===== src/rtl/alu_pkg.sv =====
// Opcodes and flag rules shared by the 4-bit ALU and its command sequencer.
package alu_pkg;

    localparam logic [3:0] OP_AND    = 4'd0;
    localparam logic [3:0] OP_OR     = 4'd1;
    localparam logic [3:0] OP_ADD    = 4'd2;
    localparam logic [3:0] OP_NAND   = 4'd3;
    localparam logic [3:0] OP_NOR    = 4'd4;
    localparam logic [3:0] OP_NOT    = 4'd5;
    localparam logic [3:0] OP_SUB    = 4'd6;
    localparam logic [3:0] OP_XOR    = 4'd7;
    localparam logic [3:0] OP_LSHIFT = 4'd8;
    localparam logic [3:0] OP_RSHIFT = 4'd9;
    localparam logic [3:0] OP_LAST   = OP_RSHIFT;

    // Only arithmetic and shift ops define the ALU flag (carry, borrow or shifted-out bit).
    function automatic logic op_has_flag(input logic [3:0] op);
        return (op == OP_ADD) || (op == OP_SUB) || (op == OP_LSHIFT) || (op == OP_RSHIFT);
    endfunction

    // Codes above OP_LAST are reserved and answered with an error response.
    function automatic logic op_is_legal(input logic [3:0] op);
        return op <= OP_LAST;
    endfunction

endpackage


===== src/rtl/alu_op_sequencer.sv =====
// Command/response front end for the combinational ALU: registers the ALU inputs,
// waits one cycle for the ALU to settle, captures result and flag, and returns them.
module alu_op_sequencer
    import alu_pkg::*;
#(
    parameter int ANCHO = 4,
    parameter int CNT_W = 8
) (
    input  logic             clk,
    input  logic             rst_n,
    input  logic             cmd_valid,
    output logic             cmd_ready,
    input  logic [3:0]       cmd_op,
    input  logic [ANCHO-1:0] cmd_a,
    input  logic [ANCHO-1:0] cmd_b,
    input  logic             cmd_flag_in,
    input  logic             cmd_chain,
    output logic [ANCHO-1:0] alu_a,
    output logic [ANCHO-1:0] alu_b,
    output logic [3:0]       alu_ctrl,
    output logic             alu_flag_in,
    input  logic [ANCHO-1:0] alu_result,
    input  logic             alu_flags,
    output logic             rsp_valid,
    input  logic             rsp_ready,
    output logic [ANCHO-1:0] rsp_result,
    output logic             rsp_flag,
    output logic             rsp_flag_valid,
    output logic             rsp_err,
    output logic [CNT_W-1:0] op_count,
    output logic [CNT_W-1:0] err_count
);

    typedef enum logic [1:0] {
        S_IDLE  = 2'd0,
        S_ISSUE = 2'd1,
        S_RESP  = 2'd2
    } state_t;

    state_t           state_reg;
    logic [ANCHO-1:0] acc_reg;
    logic             can_accept;
    logic             accept;
    logic             issue_has_flag;

    // Ready in IDLE, or in RESP when the current response retires this cycle; forced low in reset.
    assign can_accept     = (state_reg == S_IDLE) || ((state_reg == S_RESP) && rsp_ready);
    assign cmd_ready      = rst_n && can_accept;
    assign accept         = cmd_valid && can_accept;
    assign issue_has_flag = op_has_flag(alu_ctrl);

    // Sequencer FSM with all ALU-side and response-side outputs registered.
    always_ff @(posedge clk or negedge rst_n) begin
        if (!rst_n) begin
            state_reg      <= S_IDLE;
            acc_reg        <= '0;
            alu_a          <= '0;
            alu_b          <= '0;
            alu_ctrl       <= '0;
            alu_flag_in    <= 1'b0;
            rsp_valid      <= 1'b0;
            rsp_result     <= '0;
            rsp_flag       <= 1'b0;
            rsp_flag_valid <= 1'b0;
            rsp_err        <= 1'b0;
            op_count       <= '0;
            err_count      <= '0;
        end else begin
            case (state_reg)
                S_ISSUE: begin
                    // ALU inputs have been stable for a full cycle; capture its outputs.
                    // The flag is masked for ops that leave it undefined.
                    rsp_result     <= alu_result;
                    rsp_flag       <= alu_flags & issue_has_flag;
                    rsp_flag_valid <= issue_has_flag;
                    rsp_err        <= 1'b0;
                    rsp_valid      <= 1'b1;
                    acc_reg        <= alu_result;
                    op_count       <= op_count + 1'b1;
                    state_reg      <= S_RESP;
                end
                S_RESP: begin
                    if (rsp_ready && !cmd_valid) begin
                        rsp_valid <= 1'b0;
                        state_reg <= S_IDLE;
                    end
                end
                default: ;
            endcase

            // New command, from IDLE or back-to-back with a retiring response.
            if (accept) begin
                if (op_is_legal(cmd_op)) begin
                    alu_a       <= cmd_chain ? acc_reg : cmd_a;
                    alu_b       <= cmd_b;
                    alu_ctrl    <= cmd_op;
                    alu_flag_in <= cmd_flag_in;
                    rsp_valid   <= 1'b0;
                    state_reg   <= S_ISSUE;
                end else begin
                    // Illegal code: answer immediately, leave ALU inputs and acc alone.
                    rsp_result     <= '0;
                    rsp_flag       <= 1'b0;
                    rsp_flag_valid <= 1'b0;
                    rsp_err        <= 1'b1;
                    rsp_valid      <= 1'b1;
                    err_count      <= err_count + 1'b1;
                    state_reg      <= S_RESP;
                end
            end
        end
    end

endmodule


===== config.mk =====
export PLATFORM = sky130hd
export DESIGN_NAME = alu_op_sequencer
export DESIGN_NICKNAME = d
export VERILOG_FILES = /design/src/rtl/alu_pkg.sv /design/src/rtl/alu_op_sequencer.sv
export SDC_FILE = /design/constraint.sdc
export NUM_CORES = 1
export LEC_CHECK = 0
export CORE_UTILIZATION = 40
export CTS_CLUSTER_SIZE = 25
export DETAILED_ROUTE_END_ITERATION = 10
export GPL_TIMING_DRIVEN = 0
export PLACE_DENSITY = 0.84
export SYNTH_ARGS = -nofsm -noshare
export SYNTH_HDL_FRONTEND = slang
export SYNTH_SLANG_ARGS = --single-unit
export TNS_END_PERCENT = 100

===== constraint.sdc =====
create_clock -name clk -period 1.3 [get_ports clk]
set_input_delay 0.26 -clock clk [delete_from_list [all_inputs] [get_ports clk]]
set_output_delay 0.26 -clock clk [all_outputs]
set_load 0.01 [all_outputs]

### Yosys cells after proc, flatten, opt, wreduce, memory -nomap -nowiden

Cells that the tools add are included.
Widths: inputs -> output; s select.

| storage, ports and cells | value |
|---|---|
| flip-flop bits (word level) | 43 |
| bits of input ports | 23 |
| output and inout bits | 38 |
| logic and storage cells | 60 |

| cells by class | value |
|---|---|
| $add $sub $neg | 2 |
| $lt $le $gt $ge | 1 |
| eq/ne operators | 7 |
| muxes and demuxes | 21 |
| bitwise gates (word level) | 2 |
| reduce and logical (&&, ||, !) cells | 14 |

Operators with widths:

| cell | count |
|---|---|
| $add 8x1->8 const B | 2 |
| $mux 4 | 4 |
| $mux 1 | 12 |
| $eq 4x4->1 const B | 2 |
| $mux 2 | 3 |
| $reduce_and 2->1 | 3 |
| $eq 4x2->1 const B | 1 |
| $eq 4x3->1 const B | 1 |
| $le 4x4->1 const B | 1 |
| $logic_and 1x1->1 | 4 |
| $logic_or 1x1->1 | 4 |
| $pmux 2 s2 | 1 |
| $ne 3x2->1 const B | 1 |
| $reduce_bool 3->1 | 1 |
| $eq 2x1->1 const B | 1 |
| $eq 2x2->1 const B | 1 |
| $logic_not 2->1 | 1 |
| $pmux 1 s2 | 1 |
| $and 1x1->1 | 1 |
| $logic_not 1->1 | 1 |
| $not 1->1 | 1 |

### Longest topological paths before layout

| depth | value |
|---|---|
| depth in word-level cells | 8 |
| mapped depth | 5 |
| mapped depth without buffers | 4 |

### Worst setup path before layout

Ideal clock, no wire load.

| path | value |
|---|---|
| path kind | flip-flop to flip-flop |
| start | reg, netlist name rsp_valid |
| end | reg err_count[7] |
| library setup time | 125 ps |
| arrival | 1,356 ps |
| required time | 1,175 ps |
| path slack | -181 ps |
| stages on the path, launching flop included | 6 |
| path buffers | 1 |
| period minus slack after synthesis | 1,481 ps |
| path through | dfrtp_1 and2b_4 nor4_4 buf_6 nand4_4 xnor2_2 |

RTL lines:

| what | line | RTL |
|---|---|---|
| end signal: assignment | alu_op_sequencer.sv:107 | `err_count <= err_count + 1'b1;` |
| end: declaration | alu_op_sequencer.sv:31 | `output logic [CNT_W-1:0] err_count` |

==> summary.md <==
| Metric | Value |
|---|---|
| Status | finished, violations left |
| Failing checks | setup timing |
| P_leak | 1.43 nW |
| CTS tree | built |
| First-pass GRT wire length | 6640 um |
| HPWL after detailed placement | 2710 um |
| Final hold viol count | 0 |
| Initial antenna violation count | 0 |
| Synthesized area per cell | 12.5 sq um |
| Initial drt markers | 82 |
| DRC Markers | 0 |
| Setup violators final | 35 |
| Rel. slew slack | 50.1% |
| Share of cells above drive strength 1 | 32.5% |
| Total power after layout | 5.52 mW |
| Number of routed nets with antenna violations | 0 |
| Mapped Area | 1790 sq um |
| Placed Cells | 254 |
| Routed length per placed instance | 14.6 um |
| Synthesized net count | 168 |
| R2r setup slk | -0.15 ns |
| Synth warn | 0 |
| GRT overflow | 0 |
| Fin crit period | 1.45 ns |
| Hold Path Class | in2async |
| FF-to-FF Start | rsp_valid$_DFFE_PN0P_ |
| Worst Path Class, Setup | reg2out |
| Final hold slack | 0.250 ns |
| Max clock buf depth | 2 |
| Max_cap viols | 0 |
| Ys flop type | dfrtp_1 |
| Worst-Skew Late Latency | 0.29 ns |
| Top flop regs | err_count x8, op_count x8 |
| Die height | 68.9 um |
| Cell taking the most area after synthesis | dfrtp_1 |
| Startpoint Class | flip-flop |
| Worst-Margin Slew | 0.749 ns |
| Antenna cells | 0 |
| Final core occ | 68.5% |
| Root Driver | clkbuf_8 |
| Part of the cycle the worst path needs | 112% |
| R2R Path End | alu_flag_in$_DFFE_PN0P_ |
| Post-synth ARST share | 100% |
| # port buffers | 60 |
| Yosys reg bits | 42 |
| Power Dens Cells | 1950 nW/um^2 |
| DR pass1 iterations | 4 |
| Crit Path Max Fanout | 3 |
| Die area | 4750 sq um |
| Most common cell in the synthesized netlist | dfrtp_1 |
| Via density per instance | 4.91 |
| Post-synthesis sequential area ratio | 58.7% |
| Final clock skew | 0.00843 ns |
| Clock Pin Slew Worst Setup and Hold Paths | 0.08 ns |
| Vias in the first global route | 1335 |
| Critical Path End | cmd_ready |
| Fill cells | 334 |
| EDFF count, synth | 0 |
| Largest net degree at the start of global routing | 27 |
| Max H-tree Level | 2 |
| Fmax | 688 MHz |
| Yosys top cell area share | 58.7% |
| Area growth syn-to-layout | 58.4% |
| CP Capture Type | primary output |
| Initial Utilization | 43.2% |
| Critical path startpoint | rsp_valid$_DFFE_PN0P_ |
| WP data arrival | 1.19 ns |
| Final worst setup slack | -0.153 ns |
| Cells after Synth | 143 |
| Final GP Congestion | 0.735 |
| Row count | 23 |
| Fin nets | 261 |
| Sink Count | 42 |
| Post-Layout Cell Count | 287 |
| Total Wirelength | 4180 um |
| GRT Total Usage | 19.9% |
| RSZ-0062 raised after global routing | yes |
| Via count | 1409 |
| Top post-synthesis cells by area | dfrtp_1 59%, mux2_2 11%, xnor2_1 5.9% |
| Slew Viols, Final | 0 |
| Worst Reg-to-Reg Cells | 6 |
| Critical Path RT | 1.04 ns |
| Post-synth cell types | 31 |
| CORE AREA | 4140 sq um |
| Commonest cells post-synth | 42 x dfrtp_1, 25 x nand2_1, 17 x mux2_2, 12 x xnor2_1, 7 x nand4_1 |
| Io pins | 61 |
| Setup TNS | -3.37 ns |
| Inserted Clock Buffers | 5 |
| DIE WIDTH | 68.9 um |
| VDD IR max | 1.16 mV |
## worst max-delay path, stage by stage, from the launching register on
cell	delay, ns
dfrtp_1	0.39
and2b_4	0.20
nor2_4	0.09
and2_4	0.14
buf_6	0.09
## worst min-delay path by stage
stage	end	slack (ns)
after floorplan	acc_reg[0]$_DFFE_PN0P_	-0.04
after global placement	acc_reg[0]$_DFFE_PN0P_	0.46
after detailed placement	op_count[4]$_DFFE_PN0P_	0.22
after CTS	acc_reg[0]$_DFFE_PN0P_	0.48
after global routing	op_count[3]$_DFFE_PN0P_	0.34
final	op_count[4]$_DFFE_PN0P_	0.25
## routing by layer
metal  GRT usage, %  wire [um]  vias to the layer above
li1               -          -                      678
met5              0          0                        -
met1           26.0       1880                      690
met2           32.8       2030                       39
met4           4.59         22                        0
met3           5.26        252                        2
## cells in the final DEF (no fill, tap or decap), drive strengths merged, types with 2 or more instances in the layout
cell type and n:
a21oi 6, mux2 17, o21ai 2, a2bb2oi 2, nand4 8, and2b 2
dlymetal6s2s 2, buf 31, clkbuf 7, nand2 25, dfrtp 42, and3 4
nor2 6, dlygate4sd2 36, inv 2, xnor2 13, ha 2, clkdlybuf4s50 18
## final cells by class
class,count,area [sq um],share of cell area [%]
buffer,4,48.8,1.72
clock inverter,1,30.0,1.06
multi-input combinational,95,782,27.6
timing repair buffer,86,778,27.4
tap,50,62.6,2.20
inverter,2,7.51,0.265
clock buffer,7,76.3,2.69
sequential,42,1050,37.1
## power by group
| group | switching (mW) | internal, mW | leakage [nW] |
|---|---|---|---|
| Combinational | 1.09 | 1.31 | 0.852 |
| Clock | 0.418 | 0.575 | 0.0524 |
| Sequential | 0.318 | 1.82 | 0.525 |
## kinds of logic after synthesis
family,synth area share (%)
XOR/XNOR,7.26
adder cells (fa/ha/maj),1.40
AND/OR/NAND/NOR,15.8
buffers and inverters,1.95
AO/OA/AOI/OAI,4.26
multiplexers,10.7
flip-flops,58.7
## stage by stage
step           worst slack, ns  instance area [sq um]
2_1_floorplan           -0.180                   1800
3_3_place_gp             -1.90                   2460
3_5_place_dp            -0.650                   2470
4_1_cts                 -0.188                   2780
5_1_grt                 -0.214                   2840
6_report                -0.153                   2840
## timing repair
item | in CTS | in global routing
hold buffers | 2 | 0
cloned | 2 | 0
pin swaps | 16 | 8
endpoints found under the setup margin | 71 | 44
resized for setup | 67 | 13
endpoints found under the hold margin | 16 | 0
buffers inserted | 18 | 3
Power figures use the tool's default switching activity.
